### src/rtl/mem_access_unit_if.sv
`default_nettype none
// ============================================================================
// Module   : mem_access_unit_if
// Brief    : Data-memory request/response bus between the access unit and RAM.
// Revision : 1.0 - initial release
// ============================================================================
interface mem_access_unit_if #(
    parameter int WIDTH = 16
) ();
    logic [WIDTH-1:0] mem_address;
    logic             mem_read;
    logic             mem_write;
    logic [1:0]       mem_byte_enable;
    logic [WIDTH-1:0] mem_wdata;
    logic [WIDTH-1:0] mem_rdata;
    logic             mem_resp;

    modport master (
        output mem_address, mem_read, mem_write, mem_byte_enable, mem_wdata,
        input  mem_rdata, mem_resp
    );

    modport slave (
        input  mem_address, mem_read, mem_write, mem_byte_enable, mem_wdata,
        output mem_rdata, mem_resp
    );
endinterface
`default_nettype wire

### src/rtl/mem_access_unit.sv
`default_nettype none
// ============================================================================
// Module   : mem_access_unit
// Brief    : LC-3b data-memory stage: EA formation, LDB/LDW/STB/STW/LDI/STI.
// Revision : 1.0 - initial release
// ============================================================================
module mem_access_unit #(
    parameter int WIDTH    = 16,
    parameter int MAX_WAIT = 0
) (
    input  wire logic             clk,
    input  wire logic             rst_n,
    input  wire logic             start,
    input  wire logic             is_store,
    input  wire logic             byteword,
    input  wire logic             zextsext,
    input  wire logic             indirect,
    input  wire logic [WIDTH-1:0] base,
    input  wire logic [WIDTH-1:0] offset,
    input  wire logic [WIDTH-1:0] store_data,
    output logic                  busy,
    output logic                  done,
    output logic [1:0]            fault,
    output logic [WIDTH-1:0]      load_data,
    mem_access_unit_if.master     mem
);
    localparam int       c_cnt_w    = (MAX_WAIT > 1) ? $clog2(MAX_WAIT) : 1;
    localparam bit       c_to_en    = (MAX_WAIT > 0);
    localparam int       c_cnt_last = (MAX_WAIT > 0) ? (MAX_WAIT - 1) : 0;
    localparam bit [1:0] c_f_ok     = 2'b00;
    localparam bit [1:0] c_f_align  = 2'b01;
    localparam bit [1:0] c_f_tmo    = 2'b10;

    typedef enum logic [1:0] {
        S_IDLE   = 2'd0,
        S_IND_RD = 2'd1,
        S_ACCESS = 2'd2,
        S_FINISH = 2'd3
    } state_t;

    state_t             r_state;
    logic [WIDTH-1:0]   r_ea;
    logic               r_is_store;
    logic               r_byteword;
    logic               r_zextsext;
    logic [WIDTH-1:0]   r_store_data;
    logic [c_cnt_w-1:0] r_cnt;
    logic               r_busy;
    logic               r_done;
    logic [1:0]         r_fault;
    logic [WIDTH-1:0]   r_load_data;
    logic [WIDTH-1:0]   r_mem_address;
    logic               r_mem_read;
    logic               r_mem_write;
    logic [1:0]         r_mem_be;
    logic [WIDTH-1:0]   r_mem_wdata;

    logic [WIDTH-1:0]   w_ea;
    logic               w_req;
    logic               w_timeout;
    logic [7:0]         w_rbyte;
    logic [WIDTH-1:0]   w_load_val;

    function automatic logic [1:0] f_be(input logic bw, input logic a0);
        return bw ? 2'b11 : (a0 ? 2'b10 : 2'b01);
    endfunction

    // Byte stores replicate the low byte onto both lanes; the enables pick one.
    function automatic logic [WIDTH-1:0] f_wdata(input logic bw, input logic [WIDTH-1:0] sd);
        return bw ? sd : WIDTH'({2{sd[7:0]}});
    endfunction

    assign w_ea       = base + offset;
    assign w_req      = r_mem_read | r_mem_write;
    assign w_timeout  = c_to_en && (r_cnt == c_cnt_w'(c_cnt_last));
    assign w_rbyte    = r_ea[0] ? mem.mem_rdata[15:8] : mem.mem_rdata[7:0];
    assign w_load_val = r_byteword ? mem.mem_rdata
                                   : {{(WIDTH-8){r_zextsext & w_rbyte[7]}}, w_rbyte};

    always_ff @(posedge clk or negedge rst_n) begin
        if (!rst_n) begin
            r_state       <= S_IDLE;
            r_ea          <= '0;
            r_is_store    <= 1'b0;
            r_byteword    <= 1'b0;
            r_zextsext    <= 1'b0;
            r_store_data  <= '0;
            r_cnt         <= '0;
            r_busy        <= 1'b0;
            r_done        <= 1'b0;
            r_fault       <= c_f_ok;
            r_load_data   <= '0;
            r_mem_address <= '0;
            r_mem_read    <= 1'b0;
            r_mem_write   <= 1'b0;
            r_mem_be      <= 2'b00;
            r_mem_wdata   <= '0;
        end else begin
            r_done <= 1'b0;
            case (r_state)
                S_IDLE: begin
                    if (start) begin
                        r_ea         <= w_ea;
                        r_is_store   <= is_store;
                        r_byteword   <= byteword;
                        r_zextsext   <= zextsext;
                        r_store_data <= store_data;
                        r_cnt        <= '0;
                        // The pointer fetch of LDI/STI is always a word read.
                        if (indirect ? w_ea[0] : (byteword & w_ea[0])) begin
                            r_state <= S_FINISH;
                            r_done  <= 1'b1;
                            r_fault <= c_f_align;
                        end else if (indirect) begin
                            r_state       <= S_IND_RD;
                            r_busy        <= 1'b1;
                            r_mem_read    <= 1'b1;
                            r_mem_be      <= 2'b11;
                            r_mem_address <= w_ea;
                        end else begin
                            r_state       <= S_ACCESS;
                            r_busy        <= 1'b1;
                            r_mem_read    <= ~is_store;
                            r_mem_write   <= is_store;
                            r_mem_be      <= f_be(byteword, w_ea[0]);
                            r_mem_address <= w_ea;
                            r_mem_wdata   <= f_wdata(byteword, store_data);
                        end
                    end
                end
                S_IND_RD: begin
                    if (mem.mem_resp) begin
                        r_mem_read <= 1'b0;
                        r_mem_be   <= 2'b00;
                        r_ea       <= mem.mem_rdata;
                        r_cnt      <= '0;
                        if (r_byteword & mem.mem_rdata[0]) begin
                            r_state <= S_FINISH;
                            r_busy  <= 1'b0;
                            r_done  <= 1'b1;
                            r_fault <= c_f_align;
                        end else begin
                            r_state <= S_ACCESS;
                        end
                    end else if (w_timeout) begin
                        r_mem_read <= 1'b0;
                        r_mem_be   <= 2'b00;
                        r_state    <= S_FINISH;
                        r_busy     <= 1'b0;
                        r_done     <= 1'b1;
                        r_fault    <= c_f_tmo;
                    end else begin
                        r_cnt <= r_cnt + 1'b1;
                    end
                end
                S_ACCESS: begin
                    // No request outstanding here means we arrived from the pointer fetch.
                    if (!w_req) begin
                        r_mem_read    <= ~r_is_store;
                        r_mem_write   <= r_is_store;
                        r_mem_be      <= f_be(r_byteword, r_ea[0]);
                        r_mem_address <= r_ea;
                        r_mem_wdata   <= f_wdata(r_byteword, r_store_data);
                        r_cnt         <= '0;
                    end else if (mem.mem_resp) begin
                        r_mem_read  <= 1'b0;
                        r_mem_write <= 1'b0;
                        r_mem_be    <= 2'b00;
                        r_state     <= S_FINISH;
                        r_busy      <= 1'b0;
                        r_done      <= 1'b1;
                        r_fault     <= c_f_ok;
                        if (!r_is_store) begin
                            r_load_data <= w_load_val;
                        end
                    end else if (w_timeout) begin
                        r_mem_read  <= 1'b0;
                        r_mem_write <= 1'b0;
                        r_mem_be    <= 2'b00;
                        r_state     <= S_FINISH;
                        r_busy      <= 1'b0;
                        r_done      <= 1'b1;
                        r_fault     <= c_f_tmo;
                    end else begin
                        r_cnt <= r_cnt + 1'b1;
                    end
                end
                S_FINISH: begin
                    r_state <= S_IDLE;
                end
                default: begin
                    r_state <= S_IDLE;
                end
            endcase
        end
    end

    assign busy                = r_busy;
    assign done                = r_done;
    assign fault               = r_fault;
    assign load_data           = r_load_data;
    assign mem.mem_address     = r_mem_address;
    assign mem.mem_read        = r_mem_read;
    assign mem.mem_write       = r_mem_write;
    assign mem.mem_byte_enable = r_mem_be;
    assign mem.mem_wdata       = r_mem_wdata;
endmodule
`default_nettype wire

### src/flat_wrapper.sv
// flat-port wrapper written by rule: the top's interface ports become plain ports
module mem_access_unit_flat 
#(
    parameter int WIDTH    = 16,
    parameter int MAX_WAIT = 0
)
  (clk, rst_n, start, is_store, byteword, zextsext, indirect, base, offset, store_data, busy, done, fault, load_data, mem_mem_address, mem_mem_read, mem_mem_write, mem_mem_byte_enable, mem_mem_wdata, mem_mem_rdata, mem_mem_resp);
  mem_access_unit_if #(.WIDTH(WIDTH)) mem_i ();
  input  wire logic clk;
  input  wire logic rst_n;
  input  wire logic start;
  input  wire logic is_store;
  input  wire logic byteword;
  input  wire logic zextsext;
  input  wire logic indirect;
  input  wire logic [WIDTH-1:0] base;
  input  wire logic [WIDTH-1:0] offset;
  input  wire logic [WIDTH-1:0] store_data;
  output logic busy;
  output logic done;
  output logic [1:0] fault;
  output logic [WIDTH-1:0] load_data;
  output wire logic [$bits(mem_i.mem_address)-1:0] mem_mem_address;
  output wire logic [$bits(mem_i.mem_read)-1:0] mem_mem_read;
  output wire logic [$bits(mem_i.mem_write)-1:0] mem_mem_write;
  output wire logic [$bits(mem_i.mem_byte_enable)-1:0] mem_mem_byte_enable;
  output wire logic [$bits(mem_i.mem_wdata)-1:0] mem_mem_wdata;
  input wire logic [$bits(mem_i.mem_rdata)-1:0] mem_mem_rdata;
  input wire logic [$bits(mem_i.mem_resp)-1:0] mem_mem_resp;
  assign mem_mem_address = mem_i.mem_address;
  assign mem_mem_read = mem_i.mem_read;
  assign mem_mem_write = mem_i.mem_write;
  assign mem_mem_byte_enable = mem_i.mem_byte_enable;
  assign mem_mem_wdata = mem_i.mem_wdata;
  assign mem_i.mem_rdata = mem_mem_rdata;
  assign mem_i.mem_resp = mem_mem_resp;
  mem_access_unit #(.WIDTH(WIDTH), .MAX_WAIT(MAX_WAIT)) u_core (.clk(clk), .rst_n(rst_n), .start(start), .is_store(is_store), .byteword(byteword), .zextsext(zextsext), .indirect(indirect), .base(base), .offset(offset), .store_data(store_data), .busy(busy), .done(done), .fault(fault), .load_data(load_data), .mem(mem_i));
endmodule
### config.mk
export PLATFORM = sky130hd
export DESIGN_NAME = mem_access_unit_flat
export DESIGN_NICKNAME = d
export VERILOG_FILES = /design/src/rtl/mem_access_unit_if.sv /design/src/rtl/mem_access_unit.sv /design/src/flat_wrapper.sv
export SDC_FILE = /design/constraint.sdc
export NUM_CORES = 1
export LEC_CHECK = 0
export ABC_AREA = 1
export BUFFER_PORTS_ARGS = -buffer_cell sky130_fd_sc_hd__buf_2
export CAP_MARGIN = 20
export CORE_MARGIN = 2
export CORE_UTILIZATION = 30
export DETAILED_ROUTE_END_ITERATION = 12
export GPL_TIMING_DRIVEN = 0
export SETUP_SLACK_MARGIN = 0.15
export SLEW_MARGIN = 20
export SYNTH_ARGS = -nofsm -noshare
export SYNTH_HDL_FRONTEND = slang
export SYNTH_SLANG_ARGS = --single-unit
### constraint.sdc
create_clock -name clk -period 3.2 [get_ports clk]
set_clock_uncertainty 0.05 [all_clocks]
set_input_delay 0.32 -clock clk [delete_from_list [all_inputs] [get_ports clk]]
set_output_delay 0.32 -clock clk [all_outputs]
set_load 0.1 [all_outputs]
==> summary by stage, run 1 <==
Route
The iteration-0 DRC count of the detailed router is 363. The number of optimization iterations in the first detailed-route pass is 6. For this block, the routed nets add up to 16590 um of wire. The total number of vias is 5358. In the routed design, unresolved DRC markers number 0. Once detail routing completed, the nets flagged for antenna violations numbered 0. The post-detailed-route via-to-cell ratio is 4.746. The average wire per cell in the routed design is 14.70 um.

Synth
The total of flip-flops plus latches after synthesis is 92. After synthesis, the netlist uses 40 different library cells. For this run, asynchronously set or reset flops after synthesis account for 100.0%. In the synthesized netlist, the cells that appear most often are nand2_1, dfrtp_1, nor2_1. The cell type contributing the most total cell area after synthesis is dfrtp_1.

The top cell type by area accounts for 42.05% of the synthesized area. For this run, the number of Yosys warnings is 0. In the synthesized netlist, the number of instances is 757. Yosys instantiated no cell more often than nand2_1.

The number of synthesized flops with an enable pin is 0. By area the synthesized netlist is led by dfrtp_1, nand2_1, o21ai_0, nor2_1, inv_1. In this run the cell area of the synthesized design comes to 0.005475 sq mm. The synthesized netlist net count is 849.

The synthesized area per cell is 7.233 sq um. The dominant synthesized flop cell is dfrtp_1. The sequential area share after synthesis is 42.05%.

Final layout
After routing the design area is 0.006711 sq mm. The layout cell share with drive strength beyond 1 is 20.91%. The synthesis-to-finish area growth is 22.58%. The total number of nets in the final design is 987.

Setup path
By startpoint and endpoint, the worst setup path is classified as register to register. The worst setup path is captured at a register. The worst setup path is launched from a register.

STA puts the critical path data arrival time at 2.30 ns. STA puts the critical path data required time at 3.43 ns. Along the worst path, the maximum fanout reaches 10.

Placement
The placed wire-length estimate is 12600 um. Routability-driven placement finished with a final weighted congestion of 0.8581. The standard cell area after detailed placement is 0.006421 sq mm. Port buffering added 125 buffers. Prior to clock tree synthesis, the placed netlist has a worst setup slack of 1.060 ns.

Die
The core region is 0.01796 sq mm. Measured along the y axis, the die boundary spans 139.1 um. Measured along the x axis, the die boundary spans 139.1 um. The count of boundary I/O pins is 128. The starting density of the core is 30.48%. The die covers 0.01935 sq mm.

In this run the core area contains 49 standard-cell rows.

CTS
The clock transition at the register clock pins on the worst setup and hold paths after CTS is 0.07 ns. The clock root buffer is clkbuf_16. The number of clock sinks is 92. The longest clock path from root to sink contains 2 buffers. The count of hold buffers inserted by post-cts repair is 1. The deepest level of the CTS H-tree is 3.

The total clock buffers created by CTS is 9. At the later pin of the worst-skew pair, clock insertion delay measures 0.35 ns. The post-cts resize count is 0. Buffers added to address setup during post-CTS repair amount to 0. TritonCTS built the clock tree.

Min path
The path type of the worst min-delay path is input port to register.

Job
The max-cap violation count is 0.

GRT
For this run the aggregate overflow at the end of global routing stands at 0. Global routing used 17.30% of the available tracks. The first global-routing pass estimated 26600 um of wire.

The number of antenna violations at the first check in global routing is 1. The largest net degree at the start of global routing is 62. The number of global-route vias before repair is 5041.

STA
Setup repair after global routing left no endpoint under its margin. Timing would allow up to 0.4844 GHz. The final hold violation count is 0. The number of setup violations in the final report is 0. The post-layout minimum cycle time is 2.064 ns.

At the pin with the least slew margin, the transition time is 0.7139 ns. The setup TNS after final layout is 0 ns. The worst path meets setup with 1.136 ns of slack.

The relative slew slack is 52.40%. The final max-slew violation count is 0. The worst path uses 64.51% of the clock period.

Outcome
The flow ran to the end, and the final reports show no timing, DRC or antenna violations.
-- logic make-up (layout without fill, tap and decap cells) --
group / count (synthesis) / in the layout / synth area share (%)
buffers and inverters: 105 / 247 / 8.569
adder cells (fa/ha/maj): 20 / 20 / 4.708
XOR/XNOR: 4 / 4 / 0.6400
AO/OA/AOI/OAI: 138 / 138 / 14.21
AND/OR/NAND/NOR: 397 / 397 / 29.75
flip-flops: 92 / 92 / 42.05
other: 1 / 2 / 0.06849
-- cell usage in the layout (no fill, tap or decap), drive strengths merged, types with 11 or more instances in the layout --
master and count:
clkbuf 23, buf 145, a21oi 26, o21ai 79, ha 19, a31oi 20
nor2 81, inv 72, dfrtp 92, o211ai 11, nand2 262, nand3 41
-- per-stage QoR --
stage | util, % | instances | hold WS, ns
CTS | 37.35 | 1128 | 0.1310
finish | 37.36 | 1129 | 0.1416
detailed placement | 35.75 | 1112 | 0.1766
floorplan | - | 757 | -0.02559
global placement | 35.56 | 1111 | 0.4098
global route | 37.36 | 1129 | 0.1598
-- layout make-up --
type / count / area (sq um)
fill: 1938 / 11250
clock buffer: 11 / 252.7
timing repair buffer: 127 / 669.4
sequential: 92 / 2302
buffer: 31 / 187.7
antenna: 1 / 2.502
multi-input combinational: 560 / 2704
tap: 229 / 286.5
inverter: 74 / 281.5
clock inverter: 4 / 25.02
-- final timing paths --
kind	slack [ns]	cells past startpoint	end	startpoint
setup / recovery	1.14	8	u_core.mem.mem_wdata[4]	u_core.r_state[0]
hold / removal	0.14	3	u_core.r_zextsext	zextsext
setup reg to reg	1.14	8	u_core.mem.mem_wdata[4]	u_core.r_state[0]
hold reg to reg	0.43	2	u_core.mem.mem_wdata[11]	u_core.mem.mem_wdata[11]
max in group asynchronous	2.14	3	u_core.r_ea[11]	rst_n
min in group asynchronous	0.36	2	u_core.mem.mem_wdata[12]	rst_n
-- per-layer routing --
metal  global-route usage (%)  vias up  wire length [um]
li1                         -     2706                 -
met1                    23.62     2496              7778
met2                    28.00      141              7609
met3                    3.246       15               956
met4                    5.210        0               247
met5                        0        -                 0
-- worst max-delay path: stages, from the launching register on --
cell,delay [ns]
dfrtp_1,0.37
inv_1,0.09
ha_1,0.21
buf_6,0.15
clkinv_2,0.06
buf_6,0.14
clkbuf_1,0.51
o21ai_0,0.24
o21ai_2,0.17
-- sequential cells by signal, summed over array words and instances (netlist names), 2 cells and up --
name / flops
u_core.r_store_data: 16
u_core.r_ea: 16
u_core.r_state: 2
u_core.mem.mem_address: 16
u_core.mem.mem_wdata: 16
u_core.load_data: 16
u_core.mem.mem_byte_enable: 2
Power of run 1 is left out: the tool's default activity adds up to more than one toggle a clock period on the data nets, which glitch-free logic cannot reach.
==> inputs of run 2 (changes only) <==
==> constraint.sdc (replaced) <==
create_clock -name clk -period 2 [get_ports clk]
set_clock_uncertainty 0.05 [all_clocks]
set_input_delay 0.2 -clock clk [delete_from_list [all_inputs] [get_ports clk]]
set_output_delay 0.2 -clock clk [all_outputs]
set_load 0.1 [all_outputs]
==> run 2 against run 1 <==
  * Via count up 2.5%
  * Register-to-register slack worse by 0.97 ns
  * Critical endpoint is now u_core.r_ea[14]
  * Die area unchanged
  * First-iteration DRC count up 13%
  * Non-clock buffer count up 20
  * Setup slack worse by 0.97 ns
  * Critical path type unchanged
  * Flip-flop and latch count unchanged
  * Hold slack worse by 0.11 ns
  * Cell count up 1.9%
==> summary by stage, run 2 (same netlist as run 1, synthesis figures left out) <==
Placement
The number of buffer cells added on primary ports is 125 (unchanged). The standard cell area after detailed placement is 0.006424 sq mm (about the same). The placed wire-length estimate is 12720 um (+1.0%).

The global placer's final weighted congestion is 0.8635 (+0.63%). The number of instances in the placed design is 1112 (unchanged).

Route
The total number of vias is 5492 (+2.5%). The number of optimization iterations in the first detailed-route pass is 5 (-1). The antenna violation net count after detailed routing is 0 (unchanged). The iteration-0 DRC count of the detailed router is 409 (+13%). The post-detailed-route via-to-cell ratio is 4.772 (+0.54%).

The average wire per cell in the routed design is 15.04 um (+2.3%). The total length of routed wires was 17310 um (+4.3%). The number of design rule violations left after detail routing was 0 (unchanged).

CTS
The total clock buffers created by CTS was 9 (unchanged). In this run the clock root is driven by a clkbuf_16. TritonCTS built the clock tree. The clock insertion delay at the later pin of the skew report was 0.35 ns (about the same). The clock transition at the register clock pins on the worst setup and hold paths after CTS came to 0.06 ns (about the same). The deepest level of the CTS H-tree came to 3 (unchanged). The number of clock sinks is 92 (unchanged). The maximum buffer depth of the clock tree came to 2 (unchanged).

Final layout
The library cell used most frequently in the layout, excluding fill and tap cells, is nand2_1. The area of all placed cells without fillers is 0.007137 sq mm (+6.3%). The layout cell share with drive strength beyond 1 came to 25.19% (+4.3 points). The synthesis-to-finish area growth is 30.35%. The post-route core utilization came to 39.73% (+2.4 points). The total number of nets in the final design came to 1008 (+2.1%). The non-filler instance count after layout came to 1151 (+1.9%). The layout filler cell count is 1876 (-3.2%). The library cells used most frequently in the layout, excluding fill and tap cells, are nand2_1, buf_2, dfrtp_1.

Die
The horizontal extent of the die is 139.1 um (unchanged). The starting density of the core is 30.48% (unchanged). The area enclosed by the die boundary is 0.01935 sq mm (unchanged).

The number of standard-cell rows in the floorplan is 49 (unchanged). The area of the core is 0.01796 sq mm (unchanged). The floorplan die height is 139.1 um (unchanged). The count of boundary I/O pins was 128 (unchanged).

Setup path
The maximum fanout along the worst path is 7 (-3). The nature of the critical path startpoint is a register. In this run the critical register-to-register path is captured at u_core.r_ea[14]. The worst path required time came to 2.19 ns (-1.24 ns).

The startpoint identified for the worst register-to-register timing path is u_core.r_state[0]. By startpoint and endpoint, the worst setup path is classified as register to register. The kind of capture point of the worst setup path is a register. The worst reg2reg path depth is 12 (+4).

The arrival time of data at the critical path endpoint is 2.03 ns (-0.27 ns). The setup slack on the worst flop-to-flop path is 0.17 ns (-0.97 ns).

Job
The max-cap violation count is 0 (unchanged).

GRT
The total global routing overflow is 0 (unchanged). The wire length of the first global-routing pass is 26570 um (-0.11%). The number of global-route vias before repair is 4911 (-2.6%). The largest net degree at the start of global routing came to 67 (+8.1%). The number of antenna violations at the first check in global routing is 1 (unchanged). The total global-route track usage is 17.21% (-0.092 points).

STA
The setup TNS after final layout was 0 ns (unchanged). The final hold violation count is 0 (unchanged). The post-layout minimum cycle time came to 1.833 ns (-0.2316 ns). The highest clock rate came to 0.5457 GHz (+13%).

The number of setup violations in the final report is 0 (unchanged). The pin slew with the least headroom to its limit is 0.5757 ns (-0.1382 ns). Setup repair after global routing could not meet its margin everywhere. The relative slew slack is 61.62% (+9.2 points).

The final max-slew violation count was 0 (unchanged). The fraction of the cycle the final worst path needs came to 91.63% (+27 points).

Min path
The min-delay analysis places its worst path in the category input port to register. The beginning of the worst hold path is zextsext. The worst hold path terminates at u_core.r_zextsext.

The instance count along the most critical hold path was 3 (unchanged).

Outcome
The run finished with clean final reports.
==> run 2: cell types whose count changed in the layout (fill, tap and decap cells not counted), sizes merged <==
cell | previous run | this run
buf | 145 | 160
clkbuf | 23 | 27
bufinv | 0 | 2
clkinvlp | 2 | 1
inv | 72 | 73
nand2 | 262 | 263
==> run 2: cell type report <==
class | count | area, sq um | share of cell area, %
clock inverter | 6 | 86.33 | 1.210
sequential | 92 | 2305 | 32.29
inverter | 74 | 292.8 | 4.102
clock buffer | 10 | 239.0 | 3.349
multi-input combinational | 561 | 2809 | 39.36
buffer | 30 | 236.5 | 3.313
antenna | 1 | 2.502 | 0.03506
timing repair buffer | 148 | 879.6 | 12.32
tap | 229 | 286.5 | 4.015
==> run 2: per-layer routing <==
layer | wire [um] | vias to the layer above | share of wire (%) | track usage, %
met4 | 262 | 0 | 1.5 | 5.795
met3 | 936 | 15 | 5.4 | 2.555
li1 | - | 2759 | - | -
met5 | 0 | - | 0 | 0
met1 | 7982 | 2533 | 46 | 24.05
met2 | 8127 | 185 | 47 | 27.38
==> run 2: how the worst max path moves through the flow <==
stage	startpoint	slack (ns)	end
global placement	rst_n	-0.48	u_core.mem.mem_read
global route	u_core.r_state[0]	0.09	u_core.r_ea[13]
floorplan	u_core.mem.mem_write	0.27	u_core.load_data[8]
finish	u_core.r_state[0]	0.17	u_core.r_ea[14]
CTS	u_core.r_state[0]	0.15	u_core.mem.mem_wdata[4]
detailed placement	offset[0]	-0.05	u_core.mem.mem_address[8]
==> run 2: stage by stage <==
stage | setup WS (ns) | hold slack [ns]
after CTS | 0.1465 | 0.03449
final | 0.1674 | 0.03103
after global placement | -0.4844 | 0.3885
after global routing | 0.08620 | 0.05111
after detailed placement | -0.05444 | 0.03419
after floorplan | 0.2719 | -0.1456
==> run 2: worst max-delay path: stages, from the launching register on <==
cell and delay [ns]:
dfrtp_1 0.40, inv_2 0.13, ha_4 0.15, buf_8 0.14
inv_6 0.04, or2_1 0.21, nand2_2 0.11, a21oi_2 0.05
inv_2 0.13, clkbuf_16 0.17, nor2_4 0.03, nand2_1 0.06
nand2_1 0.05
==> run 2: repair_timing <==
action | in CTS | in global routing
endpoints found under the hold margin | 26 | 0
hold buffers | 1 | 0
endpoints found under the setup margin | 58 | 72
setup buffers | 0 | 18
gates resized for setup | 10 | 43
cloned | 0 | 4
pin swaps | 1 | 5
Power of run 2 is left out for the same reason.
